## config.mk

```make
export PLATFORM = sky130hd
export DESIGN_NAME = motor_sequencer
export DESIGN_NICKNAME = d
export VERILOG_FILES = /design/src/rtl/robo_pkg.sv /design/src/rtl/sensor_debounce.sv /design/src/rtl/motor_sequencer.sv
export SDC_FILE = /design/constraint.sdc
export NUM_CORES = 1
export LEC_CHECK = 0
export CAP_MARGIN = 0
export CORE_UTILIZATION = 64
export CTS_BUF_LIST = sky130_fd_sc_hd__clkbuf_8
export DETAILED_ROUTE_END_ITERATION = 16
export PLACE_DENSITY = 0.84
export SKIP_CTS_REPAIR_TIMING = 1
export SLEW_MARGIN = 10
export SYNTH_ARGS = -nofsm -noshare
export SYNTH_HDL_FRONTEND = slang
export SYNTH_SLANG_ARGS = --single-unit
```

## constraint.sdc

```tcl
create_clock -name Clk -period 3.7 [get_ports Clk]
set_input_delay 1.11 -clock Clk [delete_from_list [all_inputs] [get_ports Clk]]
set_output_delay 1.11 -clock Clk [all_outputs]
set_load 0.02 [all_outputs]
```

## src/rtl/robo_pkg.sv

```systemverilog
// Shared definitions for the wheel-motor sequencer.
// Contents: state encoding, turn-direction codes, default timing constants,
// the motor drive bundle type and helpers used by the sequencer.
package robo_pkg;

    // State codes, also presented on the St output.
    localparam logic [2:0] ST_IDLE  = 3'd0;
    localparam logic [2:0] ST_FWD   = 3'd1;
    localparam logic [2:0] ST_DEAD  = 3'd2;
    localparam logic [2:0] ST_REV   = 3'd3;
    localparam logic [2:0] ST_TURN  = 3'd4;
    localparam logic [2:0] ST_FAULT = 3'd5;

    // Turn direction codes.
    localparam logic TURN_R = 1'b0;
    localparam logic TURN_L = 1'b1;

    // Default timing, in clock cycles.
    localparam int unsigned DEF_DEB_CYCLES  = 4;
    localparam int unsigned DEF_DEAD_CYCLES = 8;
    localparam int unsigned DEF_REV_CYCLES  = 1000;
    localparam int unsigned DEF_TURN_CYCLES = 600;

    // One bit per motor drive line.
    typedef struct packed {
        logic re;    // left forward
        logic rd;    // right forward
        logic r_re;  // left reverse
        logic r_rd;  // right reverse
    } motor_t;

    function automatic int unsigned max3(input int unsigned a, input int unsigned b,
                                         input int unsigned c);
        int unsigned m;
        m = (a > b) ? a : b;
        return (m > c) ? m : c;
    endfunction

    // Motor drive for a given state; dir only matters in TURN.
    // No state ever drives both directions on one side.
    function automatic motor_t motor_decode(input logic [2:0] st, input logic dir);
        motor_t m;
        m = '0;
        case (st)
            ST_FWD: begin
                m.re = 1'b1;
                m.rd = 1'b1;
            end
            ST_REV: begin
                m.r_re = 1'b1;
                m.r_rd = 1'b1;
            end
            ST_TURN: begin
                if (dir == TURN_R) begin
                    m.re   = 1'b1;
                    m.r_rd = 1'b1;
                end else begin
                    m.rd   = 1'b1;
                    m.r_re = 1'b1;
                end
            end
            default: m = '0;
        endcase
        return m;
    endfunction

endpackage

```

## src/rtl/sensor_debounce.sv

```systemverilog
// Sensor conditioning: 2-flop synchroniser followed by a debouncer.
// Ports:
//   Clk   in  system clock, rising edge
//   Rst_n in  asynchronous active-low reset
//   din   in  raw asynchronous sensor level
//   dout  out accepted sensor level
// A new level is accepted after DEB_CYCLES consecutive equal synchronised samples.
// dout presents the accepted level as it will be after the coming edge, so a
// registered consumer reacts 2+DEB_CYCLES edges after din changes.
module sensor_debounce
    import robo_pkg::*;
#(
    parameter int unsigned DEB_CYCLES = DEF_DEB_CYCLES
) (
    input  logic Clk,
    input  logic Rst_n,
    input  logic din,
    output logic dout
);

    localparam int unsigned CW = (DEB_CYCLES > 1) ? $clog2(DEB_CYCLES) : 1;

    logic          sync1_q, sync2_q;
    logic          level_q, level_d;
    logic [CW-1:0] cnt_q, cnt_d;

    always_ff @(posedge Clk or negedge Rst_n) begin
        if (!Rst_n) begin
            sync1_q <= 1'b0;
            sync2_q <= 1'b0;
            level_q <= 1'b0;
            cnt_q   <= '0;
        end else begin
            sync1_q <= din;
            sync2_q <= sync1_q;
            level_q <= level_d;
            cnt_q   <= cnt_d;
        end
    end

    // cnt_q counts consecutive samples that differ from the accepted level;
    // any sample agreeing with it restarts the run.
    always_comb begin
        level_d = level_q;
        cnt_d   = cnt_q;
        if (sync2_q == level_q) begin
            cnt_d = '0;
        end else if (cnt_q == CW'(DEB_CYCLES - 1)) begin
            level_d = sync2_q;
            cnt_d   = '0;
        end else begin
            cnt_d = cnt_q + 1'b1;
        end
    end

    assign dout = level_d;

endmodule

```

## src/rtl/motor_sequencer.sv

```systemverilog
// Timed wheel-motor sequencer: forward, reverse on a front obstacle, turn away,
// resume forward, with an all-off dead time between every direction change.
// Ports:
//   Clk, Rst_n         clock (rising edge), asynchronous active-low reset
//   Liga               system enable (synchronous level)
//   Pre                error condition (synchronous level)
//   E, D, F, A         raw obstacle sensors left/right/front/rear (asynchronous)
//   Re, Rd             left/right forward drive
//   R_Re, R_Rd         left/right reverse drive
//   Erro               fault indication
//   Busy               in DEAD, REV or TURN
//   St                 state code (IDLE=0 FWD=1 DEAD=2 REV=3 TURN=4 FAULT=5)
module motor_sequencer
    import robo_pkg::*;
#(
    parameter int unsigned DEB_CYCLES  = DEF_DEB_CYCLES,
    parameter int unsigned DEAD_CYCLES = DEF_DEAD_CYCLES,
    parameter int unsigned REV_CYCLES  = DEF_REV_CYCLES,
    parameter int unsigned TURN_CYCLES = DEF_TURN_CYCLES,
    parameter int unsigned CNT_W       = $clog2(max3(DEAD_CYCLES, REV_CYCLES, TURN_CYCLES) + 1)
) (
    input  logic       Clk,
    input  logic       Rst_n,
    input  logic       Liga,
    input  logic       Pre,
    input  logic       E,
    input  logic       D,
    input  logic       F,
    input  logic       A,
    output logic       Re,
    output logic       Rd,
    output logic       R_Re,
    output logic       R_Rd,
    output logic       Erro,
    output logic       Busy,
    output logic [2:0] St
);

    // ------------------------------------------------------------------
    // Sensor conditioning
    // ------------------------------------------------------------------
    logic e_db, d_db, f_db, a_db;

    sensor_debounce #(.DEB_CYCLES(DEB_CYCLES)) u_deb_e (
        .Clk  (Clk),
        .Rst_n(Rst_n),
        .din  (E),
        .dout (e_db)
    );

    sensor_debounce #(.DEB_CYCLES(DEB_CYCLES)) u_deb_d (
        .Clk  (Clk),
        .Rst_n(Rst_n),
        .din  (D),
        .dout (d_db)
    );

    sensor_debounce #(.DEB_CYCLES(DEB_CYCLES)) u_deb_f (
        .Clk  (Clk),
        .Rst_n(Rst_n),
        .din  (F),
        .dout (f_db)
    );

    sensor_debounce #(.DEB_CYCLES(DEB_CYCLES)) u_deb_a (
        .Clk  (Clk),
        .Rst_n(Rst_n),
        .din  (A),
        .dout (a_db)
    );

    // ------------------------------------------------------------------
    // State
    // ------------------------------------------------------------------
    logic [2:0]       state_q, state_d;
    logic [2:0]       nxt_q, nxt_d;    // state to enter when DEAD expires
    logic [CNT_W-1:0] cnt_q, cnt_d;
    logic             dir_q, dir_d;    // direction of the current/next TURN
    logic             tog_q, tog_d;    // alternates ambiguous turn decisions
    motor_t           motor_q, motor_d;
    logic             busy_q, busy_d;
    logic             erro_q, erro_d;

    logic dead_done, rev_done, turn_done;
    logic timed;

    assign dead_done = (cnt_q == CNT_W'(DEAD_CYCLES - 1));
    assign rev_done  = (cnt_q == CNT_W'(REV_CYCLES - 1));
    assign turn_done = (cnt_q == CNT_W'(TURN_CYCLES - 1));
    assign timed     = (state_q == ST_DEAD) || (state_q == ST_REV) || (state_q == ST_TURN);

    always_comb begin
        state_d = state_q;
        nxt_d   = nxt_q;
        dir_d   = dir_q;
        tog_d   = tog_q;

        if (!Liga) begin
            state_d = ST_IDLE;
        end else if (Pre) begin
            state_d = ST_FAULT;
        end else begin
            case (state_q)
                ST_IDLE: begin
                    state_d = ST_DEAD;
                    nxt_d   = ST_FWD;
                end
                ST_FWD: begin
                    if (f_db) begin
                        state_d = ST_DEAD;
                        nxt_d   = ST_REV;
                    end
                end
                ST_DEAD: begin
                    // nxt_q was fixed on entry; sensors are not consulted here.
                    if (dead_done) begin
                        state_d = nxt_q;
                    end
                end
                ST_REV: begin
                    if (a_db || rev_done) begin
                        state_d = ST_DEAD;
                        nxt_d   = ST_TURN;
                        // Turn away from the side that sees an obstacle.
                        if (e_db && !d_db) begin
                            dir_d = TURN_R;
                        end else if (d_db && !e_db) begin
                            dir_d = TURN_L;
                        end else begin
                            dir_d = tog_q;
                            tog_d = ~tog_q;
                        end
                    end
                end
                ST_TURN: begin
                    if (turn_done) begin
                        state_d = ST_DEAD;
                        nxt_d   = ST_FWD;
                    end
                end
                ST_FAULT: begin
                    state_d = ST_FAULT;
                end
                default: begin
                    state_d = ST_IDLE;
                end
            endcase
        end
    end

    // Counter restarts on every state change; saturates rather than wraps.
    always_comb begin
        cnt_d = cnt_q;
        if (state_d != state_q) begin
            cnt_d = '0;
        end else if (timed && (cnt_q != {CNT_W{1'b1}})) begin
            cnt_d = cnt_q + 1'b1;
        end
    end

    // Outputs are decoded from the next state so they change on the entry edge.
    always_comb begin
        motor_d = motor_decode(state_d, dir_d);
        busy_d  = (state_d == ST_DEAD) || (state_d == ST_REV) || (state_d == ST_TURN);
        erro_d  = (state_d == ST_FAULT);
    end

    always_ff @(posedge Clk or negedge Rst_n) begin
        if (!Rst_n) begin
            state_q <= ST_IDLE;
            nxt_q   <= ST_IDLE;
            cnt_q   <= '0;
            dir_q   <= TURN_R;
            tog_q   <= TURN_R;
            motor_q <= '0;
            busy_q  <= 1'b0;
            erro_q  <= 1'b0;
        end else begin
            state_q <= state_d;
            nxt_q   <= nxt_d;
            cnt_q   <= cnt_d;
            dir_q   <= dir_d;
            tog_q   <= tog_d;
            motor_q <= motor_d;
            busy_q  <= busy_d;
            erro_q  <= erro_d;
        end
    end

    assign Re   = motor_q.re;
    assign Rd   = motor_q.rd;
    assign R_Re = motor_q.r_re;
    assign R_Rd = motor_q.r_rd;
    assign Busy = busy_q;
    assign Erro = erro_q;
    assign St   = state_q;

endmodule

```

==> results of run 1 <==
where the power goes:
group	internal [uW]	switching [uW]
clock	128	152
sequential	563	51.3
combinational	141	157
layout make-up:
| class | instances | area, sq um | share of cell area [%] |
|---|---|---|---|
| sequential | 44 | 1101 | 46.93 |
| inverter | 9 | 33.78 | 1.440 |
| clock buffer | 5 | 68.82 | 2.933 |
| timing repair buffer | 16 | 155.1 | 6.613 |
| tap | 44 | 55.05 | 2.347 |
| clock inverter | 2 | 12.51 | 0.5333 |
| multi-input combinational | 124 | 919.6 | 39.20 |
kinds of logic after synthesis:
group / after synthesis / share of synthesized area, %
buffers and inverters: 14 / 2.593
flip-flops: 44 / 53.08
AND/OR/NAND/NOR: 74 / 21.47
adder cells (fa/ha/maj): 7 / 4.222
AO/OA/AOI/OAI: 23 / 9.712
multiplexers: 6 / 3.016
XOR/XNOR: 14 / 5.911
state kept, by name, summed over array words and instances, names as in the netlist, 2 cells and up:
register and cells:
u_deb_a.cnt_q 2, cnt_q 10, u_deb_d.cnt_q 2, u_deb_e.cnt_q 2, nxt_q 3, St 3
u_deb_f.cnt_q 2
cell usage after synthesis, types with 5 or more instances:
cell type  number
dfrtp_1        44
ha_1            7
inv_1           9
nand2_1         7
nand3_1         7
nor2_1          9
nor2_2         10
nor2b_1         6
nor3_1          6
xnor2_1         9
xor2_1          5
stage by stage:
step,setup slack (ns),hold slack [ns],instance area [sq um],std cells
2_1_floorplan,0.9447,0.3312,2074,182
3_3_place_gp,0.4349,0.3311,2265,237
3_5_place_dp,0.3165,0.3355,2265,237
4_1_cts,0.6251,0.3528,2346,244
5_1_grt,0.4768,0.3580,2346,244
6_report,0.5955,0.3518,2346,244
worst max path at each step:
stage,from,end,slack [ns]
6_report,Liga,Rd,0.60
3_5_place_dp,Liga,Rd,0.32
2_1_floorplan,Liga,Rd,0.94
3_3_place_gp,Liga,Rd,0.43
5_1_grt,Liga,Rd,0.48
4_1_cts,Liga,Rd,0.63
routing by layer:
metal	wire (microns)	GRT usage [%]
met5	0	0
met4	47	8.163
met3	171	9.670
met2	1712	37.01
met1	1560	29.65
cells in the final DEF, fill, tap and decap left out, drive strengths merged, types with 2 or more instances in the layout:
cell	Yosys	final
a211o	2	2
a21oi	2	2
a31o	2	2
and2	4	4
and3	4	4
and4	2	2
clkbuf	4	5
clkdlybuf4s50	0	15
dfrtp	44	44
ha	7	7
inv	9	9
mux2	2	2
mux2i	4	4
nand2	7	7
nand2b	3	3
nand3	7	7
nor2	19	19
nor2b	6	6
nor3	6	6
nor4	4	4
o211a	2	2
o21ai	4	4
o311a	2	2
o32ai	2	2
or3	2	2
or3b	3	3
or4	2	2
xnor2	9	9
xor2	5	5
==> impl_metrics.tcl, run 1 <==
set metrics [dict create \
    clockBufferDepth 2 \
    portBuffers 16 \
    crit_path_max_fanout 10 \
    path_delay_family "simple AND/OR/NAND/NOR gates" \
    syn_to_final_growth_pct 13.09 \
    clockRootBuffer "clkbuf_8" \
    synth-main-ff-cell "dfrtp_1" \
    synth_area_sq_um 2074 \
    grt_pass1_wl_mm 5.920 \
    synthArstFlopShare_pct 100.0 \
    period_minus_slack_ns 3.104 \
    grt_overflow 0 \
    cpPeakStageDelay_ns 0.64 \
    antenna_found_initial 0 \
    grt_use_total_pct 23.60 \
    postSynthCellCount 182 \
    grt_max_degree 45 \
    tritoncts "yes" \
    clock_latency_ns 0.30 \
    worstPathRequired_ns 3.89 \
    clock_skew_ns 0.007467 \
    status "completed" \
    drc 0 \
    wirelength_mm 3.492 \
    die_h_microns 58.94 \
    initial_core_util_pct 67.95 \
    drv_slew 0 \
    synth.net_count 197 \
    fp-row-count 20 \
    critPathBufInv 2 \
    power_leakage_uw 0.001061 \
    criticalPathCategory "primary input to flip-flop" \
    hp-start "u_deb_d.sync1_q" \
    drive_gt1_share_pct 14.50 \
    rsz0062_at_grt "false" \
    grt_pass1_vias 1343 \
    worst-r2r-cell-count 6 \
    r2r_setup_slack_ns 1.37 \
    finalNetCount 215 \
    hold_end "u_deb_d.sync2_q" \
    vdd_drop_max_mv 0.3688 \
    cts.sinks 44 \
    pwr_density_cell_nw_per_um2 507.5 \
    r2r-end "cnt_q[6]" \
    max_cap_viol_count 0 \
    cts_buffers 5 \
    drt-initial-drc-count 61 \
    cpMaxStageDelayCell "clkdlybuf4s50_1" \
    hold_violations 0 \
    avgSynthCellArea_sq_um 11.40 \
    holdPathStages 0 \
    synth_cell_types 49 \
    fmax_mhz 322.1 \
    die_area_sq_um 3473 \
    crit_chain "clkdlybuf4s50_1 -> nor2b_1 -> nand2_1 -> nor2_1 -> mux2i_1 -> inv_1 -> and3_1 -> o211a_1" \
    nFillCells 223 \
    io_pins 17 \
    ant_nets 0 \
    ys.warnings.count 0 \
    routabilityCongestion 0.8694 \
    path_depth 8 \
    vias 1387 \
    avgViaCountPerCell 5.684 \
    slew_headroom_pct 39.13 \
    min_period_over_period_pct 83.90 \
    max_slew.worst_pin.slew_ns 0.9131 \
    first_pass_iters 4 \
    cts_max_level 2 \
    hpwl_mm 2.483 \
    synth-edff-count 0 \
    cp-end-kind "flip-flop" \
    tns_ns 0 \
    synth_top_area_share_pct 53.08 \
    antenna_cells 0 \
    ys_ff_latch 44 \
    reg2reg_from "cnt_q[3]" \
    finalSetupViolCount 0 \
    worstPathArrival_ns 3.29 \
    utilization_pct 76.84 \
    hold_class "flip-flop to flip-flop" \
    synthTopCellsByArea "dfrtp_1 53%, ha_1 4.2%, xnor2_1 3.8%" \
    cts.clk_slew.worst_paths_ns 0.07 \
    synth_area_leader_cell "dfrtp_1" \
    die_w_microns 58.94 \
    power_uw 1191 \
    synth_seq_area_share_pct 53.08 \
    core_sq_um 3053 \
    critPathLaunchType "primary input" \
    avgRoutedWirePerCell_microns 14.31 \
]
Power figures use the tool's default switching activity.
==> run 2, diff against run 1 <==
Settings changed: CORE_UTILIZATION 64 to 59, PLACE_DENSITY 0.84 to 0.78.
Clock period 3.7 ns to 2.9 ns, I/O delays scaled along.
==> run 2 against run 1 <==
  * Cell area grew 2.8%
  * Sequential share of layout area shrank 1.3 points
  * Routed wire length grew 10%
  * Largest power group unchanged
  * Highest routed layer unchanged
==> impl_metrics.tcl, run 2 (same netlist as run 1, synthesis figures left out) <==
set metrics [dict create \
    status "completed" \
    critPathBufInv 2 \
    tns_ns 0 \
    seqPwrFrac_pct 46.7 \
    placed_cell_area_sq_um 2290 \
    min_period_over_period_pct 85.00 \
    p_sw_uw 491.1 \
    clockRootBuffer "clkbuf_8" \
    wirelength_mm 3.854 \
    worstPathRequired_ns 3.10 \
    regMostFlops "cnt_q" \
    fp-row-count 21 \
    stdcell_area_sq_um 2411 \
    grt_max_degree 45 \
    antenna_found_initial 0 \
    grt_overflow 0 \
    utilization_pct 71.69 \
    hold_violations 0 \
    rsz0062_at_grt "false" \
    vias 1465 \
    cell_internal_pwr_uw 1184 \
    grt_pass1_wl_mm 6.175 \
    power.share.switching_pct 29.32 \
    avgViaCountPerCell 5.860 \
    cpMaxStageDelayCell "clkdlybuf4s50_1" \
    max_slew.worst_pin.slew_ns 0.9195 \
    largest_reg_flops 10 \
    layout_commonest_cell "dfrtp_1" \
    criticalPathCategory "primary input to flip-flop" \
    fmax_mhz 405.7 \
    syn_to_final_growth_pct 16.22 \
    finalNetCount 218 \
    routabilityCongestion 0.8558 \
    finalSetupViolCount 0 \
    initial_core_util_pct 61.68 \
    cts_max_level 2 \
    crit_path_max_fanout 3 \
    die_h_microns 61.30 \
    first_pass_iters 4 \
    avgRoutedWirePerCell_microns 15.42 \
    cts.sinks 44 \
    grt_pass1_vias 1374 \
    tritoncts "yes" \
    crit_chain "clkdlybuf4s50_1 -> nor2b_1 -> nand2_1 -> nor2_1 -> mux2i_1 -> inv_1 -> and3_1 -> o211a_1" \
    cts_buffers 5 \
    power_uw 1675 \
    die_w_microns 61.30 \
    drt-initial-drc-count 99 \
    power_leakage_uw 0.001097 \
    hold_class "flip-flop to flip-flop" \
    pwr_density_cell_nw_per_um2 694.6 \
    ant_nets 0 \
    combPwrFrac_pct 23.6 \
    drc 0 \
    critPathLaunchType "primary input" \
    die_area_sq_um 3757 \
    max_cap_viol_count 0 \
    period_minus_slack_ns 2.465 \
    final_cell_mix "44 x dfrtp_1, 15 x clkdlybuf4s50_1, 10 x nor2_2" \
    core_sq_um 3363 \
    grt_use_total_pct 22.93 \
    vdd_drop_max_mv 0.3929 \
    clkPwrFrac_pct 29.6 \
    path_delay_family "simple AND/OR/NAND/NOR gates" \
    portBuffers 16 \
    clock_latency_ns 0.30 \
    drv_slew 0 \
    clock_skew_ns 0.004051 \
    cts.clk_slew.worst_paths_ns 0.08 \
    cp-end-kind "flip-flop" \
    cpPeakStageDelay_ns 0.49 \
    clockBufferDepth 2 \
    drive_gt1_share_pct 16.18 \
    worstPathArrival_ns 2.66 \
    io_pins 17 \
    slew_headroom_pct 38.70 \
    hpwl_mm 2.620 \
    antenna_cells 0 \
]
## run 2: cell types whose count changed in the layout (fill, tap and decap cells not counted), sizes merged
cell,change
bufinv,+1
buf,+3
clkbuf,+1
clkinvlp,-1
## run 2: area by class of cell
type / instances / area, sq um
Timing Repair Buffer: 19 / 177.7
Sequential cell: 44 / 1101
Tap cell: 46 / 57.56
Clock buffer: 6 / 82.58
Fill cell: 267 / 952.2
Multi-Input combinational cell: 124 / 919.6
Clock inverter: 2 / 38.79
Inverter: 9 / 33.78
## run 2: final timing paths
path | startpoint | to | depth (start not counted) | slack, ns
min in group asynchronous | Rst_n | u_deb_a.cnt_q[0] | 1 | 0.70
max in group asynchronous | Rst_n | R_Rd | 1 | 1.62
max | Liga | Rd | 8 | 0.44
min | u_deb_e.sync1_q | u_deb_e.sync2_q | 0 | 0.35
min reg2reg | u_deb_e.sync1_q | u_deb_e.sync2_q | 0 | 0.35
max reg2reg | cnt_q[3] | cnt_q[5] | 6 | 0.51
## run 2: power groups by stage
stage	Combinational [uW]	Clock (uW)	Sequential [uW]
2_1_floorplan	268	0	791
6_report	396	496	783
4_1_cts	404	497	784
3_5_place_dp	402	0	796
3_3_place_gp	363	0	789
5_1_grt	445	522	798
## run 2: routing by layer
metal | GRT usage, % | part of all wire [%] | up-vias
met4 | 11.36 | 2.2 | 0
li1 | - | - | 681
met5 | 0 | 0 | -
met2 | 36.80 | 50 | 41
met1 | 29.14 | 43 | 733
met3 | 5.462 | 4.7 | 10
## run 2: per-stage QoR
stage / hold WS, ns / setup slack (ns) / std cells
after global placement: 0.3317 / 0.2228 / 242
final: 0.3533 / 0.4351 / 250
after detailed placement: 0.3364 / 0.1375 / 242
after CTS: 0.3551 / 0.4513 / 250
after global routing: 0.3695 / 0.3129 / 250
after floorplan: 0.3312 / 0.3847 / 182
